### src/rtl/fetch_pkg.sv
// fetch_pkg: shared constants and state type for the instruction fetch stage.
//   PC_RESET_DEFAULT - default PC after reset
//   INST_BYTES       - bytes per instruction word (PC increment)
//   fetch_state_t    - fetch FSM states
package fetch_pkg;
   localparam logic [31:0] PC_RESET_DEFAULT = 32'h0000_0000;
   localparam int unsigned INST_BYTES = 4;
   typedef enum logic [1:0] {RESET, RUN, FLUSH} fetch_state_t;
endpackage

### src/rtl/inst_fifo.sv
// inst_fifo: in-order buffer of fetched {pc, inst} words.
//   clk, resetn       - clock, synchronous active-low reset
//   push, wdata       - write one entry
//   pop, rdata        - head entry, removed on pop
//   flush             - empty the buffer (wins over push/pop)
//   count             - entries held
module inst_fifo #(
   parameter int DEPTH = 2
) (
   input  logic                   clk,
   input  logic                   resetn,
   input  logic                   push,
   input  logic                   pop,
   input  logic                   flush,
   input  logic [63:0]            wdata,
   output logic [63:0]            rdata,
   output logic [$clog2(DEPTH):0] count
);
   localparam int AW = $clog2(DEPTH);
   localparam int CW = AW + 1;
   logic [63:0]   mem_q [DEPTH];
   logic [63:0]   mem_d [DEPTH];
   logic [AW-1:0] wp_q, wp_d, rp_q, rp_d;
   logic [CW-1:0] cnt_q, cnt_d;
   always_comb begin
      mem_d = mem_q;
      if (push) mem_d[wp_q] = wdata;
      wp_d = flush ? '0 : wp_q + AW'(push);
      rp_d = flush ? '0 : rp_q + AW'(pop);
      cnt_d = flush ? '0 : cnt_q + CW'(push) - CW'(pop);
      rdata = mem_q[rp_q];
      count = cnt_q;
   end
   always_ff @(posedge clk) begin
      if (!resetn) begin
         mem_q <= '{default: '0};
         wp_q <= '0;
         rp_q <= '0;
         cnt_q <= '0;
      end else begin
         mem_q <= mem_d;
         wp_q <= wp_d;
         rp_q <= rp_d;
         cnt_q <= cnt_d;
      end
   end
endmodule

### src/rtl/inst_fetch.sv
// inst_fetch: PC, instruction-memory request/response handling and decoder handoff.
//   clk, resetn                      - clock, synchronous active-low reset
//   imem_req/addr/gnt/rvalid/rdata   - instruction memory read handshake
//   inst_valid/inst/inst_pc/ready    - word handed to the decoder
//   jmp, jmp_target                  - redirect, qualified by the transfer
module inst_fetch
   import fetch_pkg::*;
#(
   parameter logic [31:0] PC_RESET = PC_RESET_DEFAULT,
   parameter int          DEPTH    = 2
) (
   input  logic        clk,
   input  logic        resetn,
   output logic        imem_req,
   output logic [31:0] imem_addr,
   input  logic        imem_gnt,
   input  logic        imem_rvalid,
   input  logic [31:0] imem_rdata,
   output logic        inst_valid,
   output logic [31:0] inst,
   output logic [31:0] inst_pc,
   input  logic        inst_ready,
   input  logic        jmp,
   input  logic [31:0] jmp_target
);
   localparam int CW = $clog2(DEPTH) + 1;
   localparam logic [31:0] STEP = 32'(INST_BYTES);
   fetch_state_t  state_q, state_d;
   logic [31:0]   fetch_pc_q, fetch_pc_d, resp_pc_q, resp_pc_d, tgt;
   logic [CW-1:0] pend_q, pend_d, drop_q, drop_d, cnt;
   logic          gnt, pop, redir, push;
   logic [63:0]   head;
   inst_fifo #(.DEPTH(DEPTH)) u_fifo (
      .clk    (clk),
      .resetn (resetn),
      .push   (push),
      .pop    (pop),
      .flush  (redir),
      .wdata  ({resp_pc_q, imem_rdata}),
      .rdata  (head),
      .count  (cnt)
   );
   always_comb begin
      // pend counts reserved FIFO slots, so a granted word always has room
      imem_req = state_q == RUN && pend_q + cnt < CW'(DEPTH);
      imem_addr = fetch_pc_q;
      inst_valid = cnt != '0 && state_q == RUN;
      inst_pc = head[63:32];
      inst = head[31:0];
      gnt = imem_req & imem_gnt;
      pop = inst_valid & inst_ready;
      redir = pop & jmp;
      // a response landing in the redirect cycle is wrong-path
      push = imem_rvalid && drop_q == '0 && !redir;
      tgt = jmp_target & ~32'h3;
      pend_d = pend_q + CW'(gnt) - CW'(imem_rvalid);
      drop_d = redir ? pend_d : drop_q - CW'(imem_rvalid && drop_q != '0);
      fetch_pc_d = redir ? tgt : fetch_pc_q + (gnt ? STEP : '0);
      resp_pc_d = redir ? tgt : resp_pc_q + (push ? STEP : '0);
      state_d = state_q == RESET ? RUN :
                state_q == RUN   ? (redir && pend_d != '0 ? FLUSH : RUN) :
                                   (drop_d == '0 ? RUN : FLUSH);
   end
   always_ff @(posedge clk) begin
      if (!resetn) begin
         state_q <= RESET;
         fetch_pc_q <= PC_RESET;
         resp_pc_q <= PC_RESET;
         pend_q <= '0;
         drop_q <= '0;
      end else begin
         state_q <= state_d;
         fetch_pc_q <= fetch_pc_d;
         resp_pc_q <= resp_pc_d;
         pend_q <= pend_d;
         drop_q <= drop_d;
      end
   end
endmodule

### config.mk
export PLATFORM = sky130hd
export DESIGN_NAME = inst_fetch
export DESIGN_NICKNAME = d
export VERILOG_FILES = /design/src/rtl/fetch_pkg.sv /design/src/rtl/inst_fifo.sv /design/src/rtl/inst_fetch.sv
export SDC_FILE = /design/constraint.sdc
export NUM_CORES = 1
export LEC_CHECK = 0
export BUFFER_PORTS_ARGS = -buffer_cell sky130_fd_sc_hd__buf_2
export CORE_MARGIN = 10
export CORE_UTILIZATION = 45
export DETAILED_ROUTE_END_ITERATION = 7
export PLACE_DENSITY = 0.77
export SYNTH_ARGS = -nofsm -noshare
export SYNTH_HDL_FRONTEND = slang
export SYNTH_SLANG_ARGS = --single-unit
### constraint.sdc
create_clock -name clk -period 4.6 [get_ports clk]
set_input_delay 0.92 -clock clk [delete_from_list [all_inputs] [get_ports clk]]
set_output_delay 0.92 -clock clk [all_outputs]
set_load 0.03 [all_outputs]
Word-level counts from Yosys, hierarchy flattened
Cells that the tools add are included.
{"block": "totals", "register_bits": 202, "out_inout_bits": 98, "word_cells": 65, "inputBits": 70}
{"block": "classes", "bitwise_logic": 6, "add_sub_neg": 10, "order_cmp": 4, "n_reduce_logical": 16, "n_eq_ne": 1, "n_mux": 15}
{"op": "$mux W64", "count": 4}
{"op": "$bwmux W128", "count": 1}
{"op": "$add A32 B3 Y32", "count": 2}
{"op": "$demux W64 S1", "count": 1}
{"op": "$mux W32", "count": 2}
{"op": "$mux W2", "count": 4}
{"op": "$logic_and A1 B1 Y1", "count": 7}
{"op": "$logic_not A2 Y1", "count": 3}
{"op": "$mux W3", "count": 2}
{"op": "$reduce_bool A2 Y1", "count": 3}
{"op": "$sub A2 B1 Y2", "count": 3}
{"op": "$add A2 B1 Y2", "count": 2}
{"op": "$ge A2 B2 Y1 const B", "count": 2}
{"op": "$not A1 Y2", "count": 2}
{"op": "$reduce_or A2 Y1", "count": 2}
{"op": "$and A1 B1 Y1", "count": 3}
{"op": "$add A1 B1 Y1", "count": 2}
{"op": "$add A2 B2 Y2", "count": 1}
{"op": "$eq A2 B1 Y1 const B", "count": 1}
{"op": "$lt A2 B1 Y1 const B", "count": 1}
{"op": "$lt A2 B2 Y1 const B", "count": 1}
{"op": "$logic_not A1 Y1", "count": 1}
{"op": "$mux W1", "count": 1}
{"op": "$not A1 Y1", "count": 1}

Depth between registers and ports, before layout
{"block": "depth", "depth_word": 11, "ltp_mapped": 11}

Cells and area by module
From an unflattened synthesis, not the netlist that was laid out.
{"block": "hier_totals", "cells_unflattened": 918, "hier_area_um2": 9614.2}
{"mod": "inst_fifo", "n_inst": 1, "seq_area_each_um2": 2642.5, "area_each_um2": 6143.4, "cells_per_inst": 502}
{"mod": "inst_fetch", "n_inst": 1, "seq_area_each_um2": 1321.3, "area_each_um2": 3470.8, "cells_per_inst": 416}

Worst setup path before layout
Ideal clock, no wire load.
{"block": "synth_timing", "path_kind": "input port to flip-flop", "startpoint": "input port jmp", "endpoint": "register resp_pc_q[30]", "cell_stages": 9, "required_time_ns": 4.475, "slack_ns": 1.142, "setup_ns": 0.125, "arrival_time_ns": 3.333, "path_buffers": 2, "path_cell_list": "and4_1 -> clkbuf_1 -> clkbuf_1 -> nor4b_1 -> ha_1 -> nand4_1 -> nor4_1 -> and4_1 -> nor3_1"}
{"block": "synth_between", "elab_chain_cells": 6}
{"element": "start, declared", "line": "inst_fetch.sv:23", "text": "input logic jmp,"}
{"element": "$and A1 B1 Y1 (*)", "line": "inst_fetch.sv:52", "text": "redir = pop & jmp;"}
{"element": "$logic_not A1 Y1", "line": "inst_fetch.sv:54", "text": "push = imem_rvalid && drop_q == '0 && !redir;"}
{"element": "$logic_and A1 B1 Y1", "line": "inst_fetch.sv:54"}
{"element": "$mux W3", "line": "inst_fetch.sv:59", "text": "resp_pc_d = redir ? tgt : resp_pc_q + (push ? STEP : '0);"}
{"element": "$add A32 B3 Y32", "line": "inst_fetch.sv:59"}
{"element": "$mux W32 (*)", "line": "inst_fetch.sv:59"}
{"element": "end signal, assigned", "line": "inst_fetch.sv:74", "text": "resp_pc_q <= resp_pc_d;"}
{"element": "end, declared", "line": "inst_fetch.sv:29", "text": "logic [31:0] fetch_pc_q, fetch_pc_d, resp_pc_q, resp_pc_d, tgt;"}
Mark *: on every way between the ends. The rest lies on a longest branch, timed or not.
A chain may end at the register's enable or synchronous reset.

Final worst setup path
{"block": "layout_timing", "startpoint": "register u_fifo.rp_q", "endpoint": "output port inst_pc[20]"}
{"block": "layout_between", "elab_chain_cells": 4}
{"element": "start, declared", "line": "inst_fifo.sv:23", "text": "logic [AW-1:0] wp_q, wp_d, rp_q, rp_d;"}
{"element": "start signal, assigned", "line": "inst_fifo.sv:43", "text": "rp_q <= rp_d;"}
{"element": "$not A1 Y2 (implied by the code)", "line": "inst_fifo.sv:31", "text": "rdata = mem_q[rp_q];"}
{"element": "$mux W64 (implied by the code) (3 in series)", "line": "inst_fifo.sv:31"}
{"element": "end, declared", "line": "inst_fetch.sv:21", "text": "output logic [31:0] inst_pc,"}
Every way passes these cells. The select of a mux whose other input is x is not followed.

==> run metrics <==
adder-cell share of the synthesized area 1.570%; Hold-fix buffers, CTS 0; latest clock arrival within the worst-skew pair between 0.4 and 0.5 ns; Post-CTS Setup Bufs 0; initial core utilization 46.24%; drt total wl 21.84 mm; Psw 1753 uW; worst-margin pin slew 0.9300 ns; CTS tree done; 1st-pass router iterations 5; Clock Tree Root clkbuf_16; Mapped Cells 901; pin count of the biggest net entering global routing 88; clk sinks 194; Sw Share approximately 34%; Register-to-Register Path Depth 8; RSZ-0062 raised after global routing no; Int Power 3455 uW; Hold Fails Final Rpt 0; most frequent cells in the layout dfxtp_1, buf_2, nor2_1, mux2i_1, mux2_2; Leakage 0.004286 uW; Chip Width approximately 160 um; Final ANT Viol Nets 0; warnings from Yosys 0; slew margin rel. 38.00%; Top FF cell, synth dfxtp_1; fmax 0.3063 GHz; DP Area 9744 sq um; placed cell count 1270; Hold Path Depth 2; area share of the largest cell type after synthesis 44.30%; crit path cell chain buf_4, mux2_2, buf_2; vias in the first global route 6997; met1 wire length 10.29 mm; Tcrit/Tclk final roughly 71%; area delta synth->final 18.28%; post-cts resize count 0; Multi-input gate area between 4000 and 5000 sq um; critical path arrival 2.35 ns; H-tree depth 4; I/O Pins 168; Synth Area in Simple Gates 17.26%; met3 WL 1.735 mm; Inserted Clock Buffers 17; pre-CTS WS about 1.0 ns; fin. max-slew vios 0; min cycle time layout 3.265 ns; CP max stage delay 0.94 ns; PD cells 502.4 nW/um^2; grt total ovfl 0; critical path startpoint category flip-flop; most common cell after layout, fill and taps aside dfxtp_1; status complete, no violations; ant diodes 0; vias per inst between 5 and 6; fillers 1681; kind of critical path reg -> out; post-DR wirelength/cell 16.77 um; Clock transition at path regs 0.07 ns; Synth cell types 50; Peak supply drop roughly 0.27 mV; Total GRT Usage 16.76%; fin nets 1110; final setup vio count 0; vias after detailed routing just over 7000; # rows 50; area leader, netlist dfxtp_1; Clk pwr share 30.2%; setup ws final 1.335 ns; Critical Path Sink Type primary output; Power, Total between 5000 and 6000 uW; max cap viols 0; Compound-Gate Fraction of Synth Area 7.622%; main combinational cell family by area after synthesis multiplexers; Layout Cells excl Fill 1302; Total Neg Setup Slack 0 ns; initial antenna violation count 0; EDFF count, synth 0; routability cong. between 0.8 and 0.9; Vert. Die Dim ~160 um; uppermost layer routed met4; global-route wire length before repair 36.14 mm; Clock Tree Buf Depth 2; synthesized area 8766 sq um; DR WL met2 9.560 mm; CP max-delay cell dfxtp_2; CORE AREA between 15000 and 20000 sq um; post-route clock skew around 0.011 ns; estimated wirelength of the detail-placed design 15.41 mm; combinational power share 29.5%; ys async rst share 0%; Crit Path Max Fanout 36; post-synthesis mux area share 22.24%; Sequential Power Share 40.2%; Finished Cell Area 10370 sq um; Synth area leaders dfxtp_1, mux2i_1, mux2_2; drt drc 0; DRT iter0 DRCs 406; sequential area share after synthesis 44.30%; Die Area 25460 sq um; Seq cells post-synth 194; I/O Buffers 161; worst min path class reg -> reg; WP data required 3.68 ns; Synth Area in XOR/XNOR 3.154%; sequential standard cell area between 3000 and 4000 sq um; mean area per synthesized cell 9.729 sq um; layout cells sized above 1 26.58%
==> per-layer routing <==
layer,global-route usage (%),vias up
li1,-,3476
met1,22.03,3333
met2,25.45,213
met3,5.525,20
met4,5.097,0
met5,0,-
==> registers in the layout, summed over array words and instances, names as in the netlist <==
name,flops
u_fifo.mem_q,124
imem_addr,30
resp_pc_q,30
drop_q,2
pend_q,2
state_q,2
u_fifo.count,2
u_fifo.rp_q,1
u_fifo.wp_q,1
==> kinds of logic (layout without fill, tap and decap cells) <==
kind of cell,count (synthesis),count (layout)
xor gates and xnor gates,30,30
and+or+nand+nor,294,294
AOI/OAI and AO/OA,109,109
DFF,194,194
buffers and inverters,75,213
other,1,4
adders and majority gates,11,11
muxes,187,187
==> Yosys cell counts, types with 2 or more instances <==
cell type	number
ha_1	11
buf_1	5
nor4_1	8
a311oi_1	7
and4_1	22
nand2_1	23
nor2b_1	2
xor2_1	13
and2_1	15
mux2_2	62
clkbuf_1	49
o21ai_1	4
or3_1	3
mux2i_1	125
nand3_1	11
o21ai_0	28
a21oi_1	30
a211oi_1	22
o31ai_1	4
a31oi_1	8
and3_1	15
buf_6	4
buf_4	5
buf_2	3
or4_1	4
nor3_1	18
nand4_1	21
inv_1	8
nor2_1	141
dfxtp_1	194
xnor2_1	16
nor4b_1	2
==> path summary, 6_finish.rpt <==
kind                                                    start                       endpoint  slack, ns
worst max register to register     u_fifo.count[0]$_SDFF_PP0_       resp_pc_q[26]$_SDFF_PN0_       1.44
worst max-delay path                   u_fifo.rp_q$_SDFF_PP0_                    inst_pc[20]       1.33
worst min register to register  u_fifo.mem_q[27]$_SDFFE_PN0P_  u_fifo.mem_q[27]$_SDFFE_PN0P_       0.49
worst min-delay path            u_fifo.mem_q[27]$_SDFFE_PN0P_  u_fifo.mem_q[27]$_SDFFE_PN0P_       0.49
==> critical path, delay by kind of cell (launching register included) <==
kind / cells / cell delay (ns)
mux: 1 / 0.37
buf+inv: 2 / 0.60
flops: 1 / 0.94
==> power groups by stage <==
| stage | registers, uW | clock network (uW) | logic (uW) |
|---|---|---|---|
| 2_1_floorplan | 2110 | 0 | 1150 |
| 3_3_place_gp | 2120 | 0 | 1520 |
| 3_5_place_dp | 2130 | 0 | 1550 |
| 4_1_cts | 2090 | 1610 | 1560 |
| 5_1_grt | 2120 | 1680 | 1680 |
| 6_report | 2100 | 1570 | 1540 |
==> stage by stage <==
step                hold WS (ns)  util [%]
floorplan                 0.4544         -
global placement          0.4665     51.41
detailed placement        0.4785     51.41
CTS                       0.4985     54.70
global route              0.5113     54.70
finish                    0.4907     54.70
==> cell type report <==
cell class / count / area share, %
clock buffers: 19 / 4.368
clock inverters: 13 / 1.653
inverters: 9 / 0.3499
multi-input cells: 635 / 44.21
flip-flops and latches: 194 / 37.47
well taps: 260 / 3.137
repair buffers: 172 / 8.809
(Power assumes the default switching activity.)
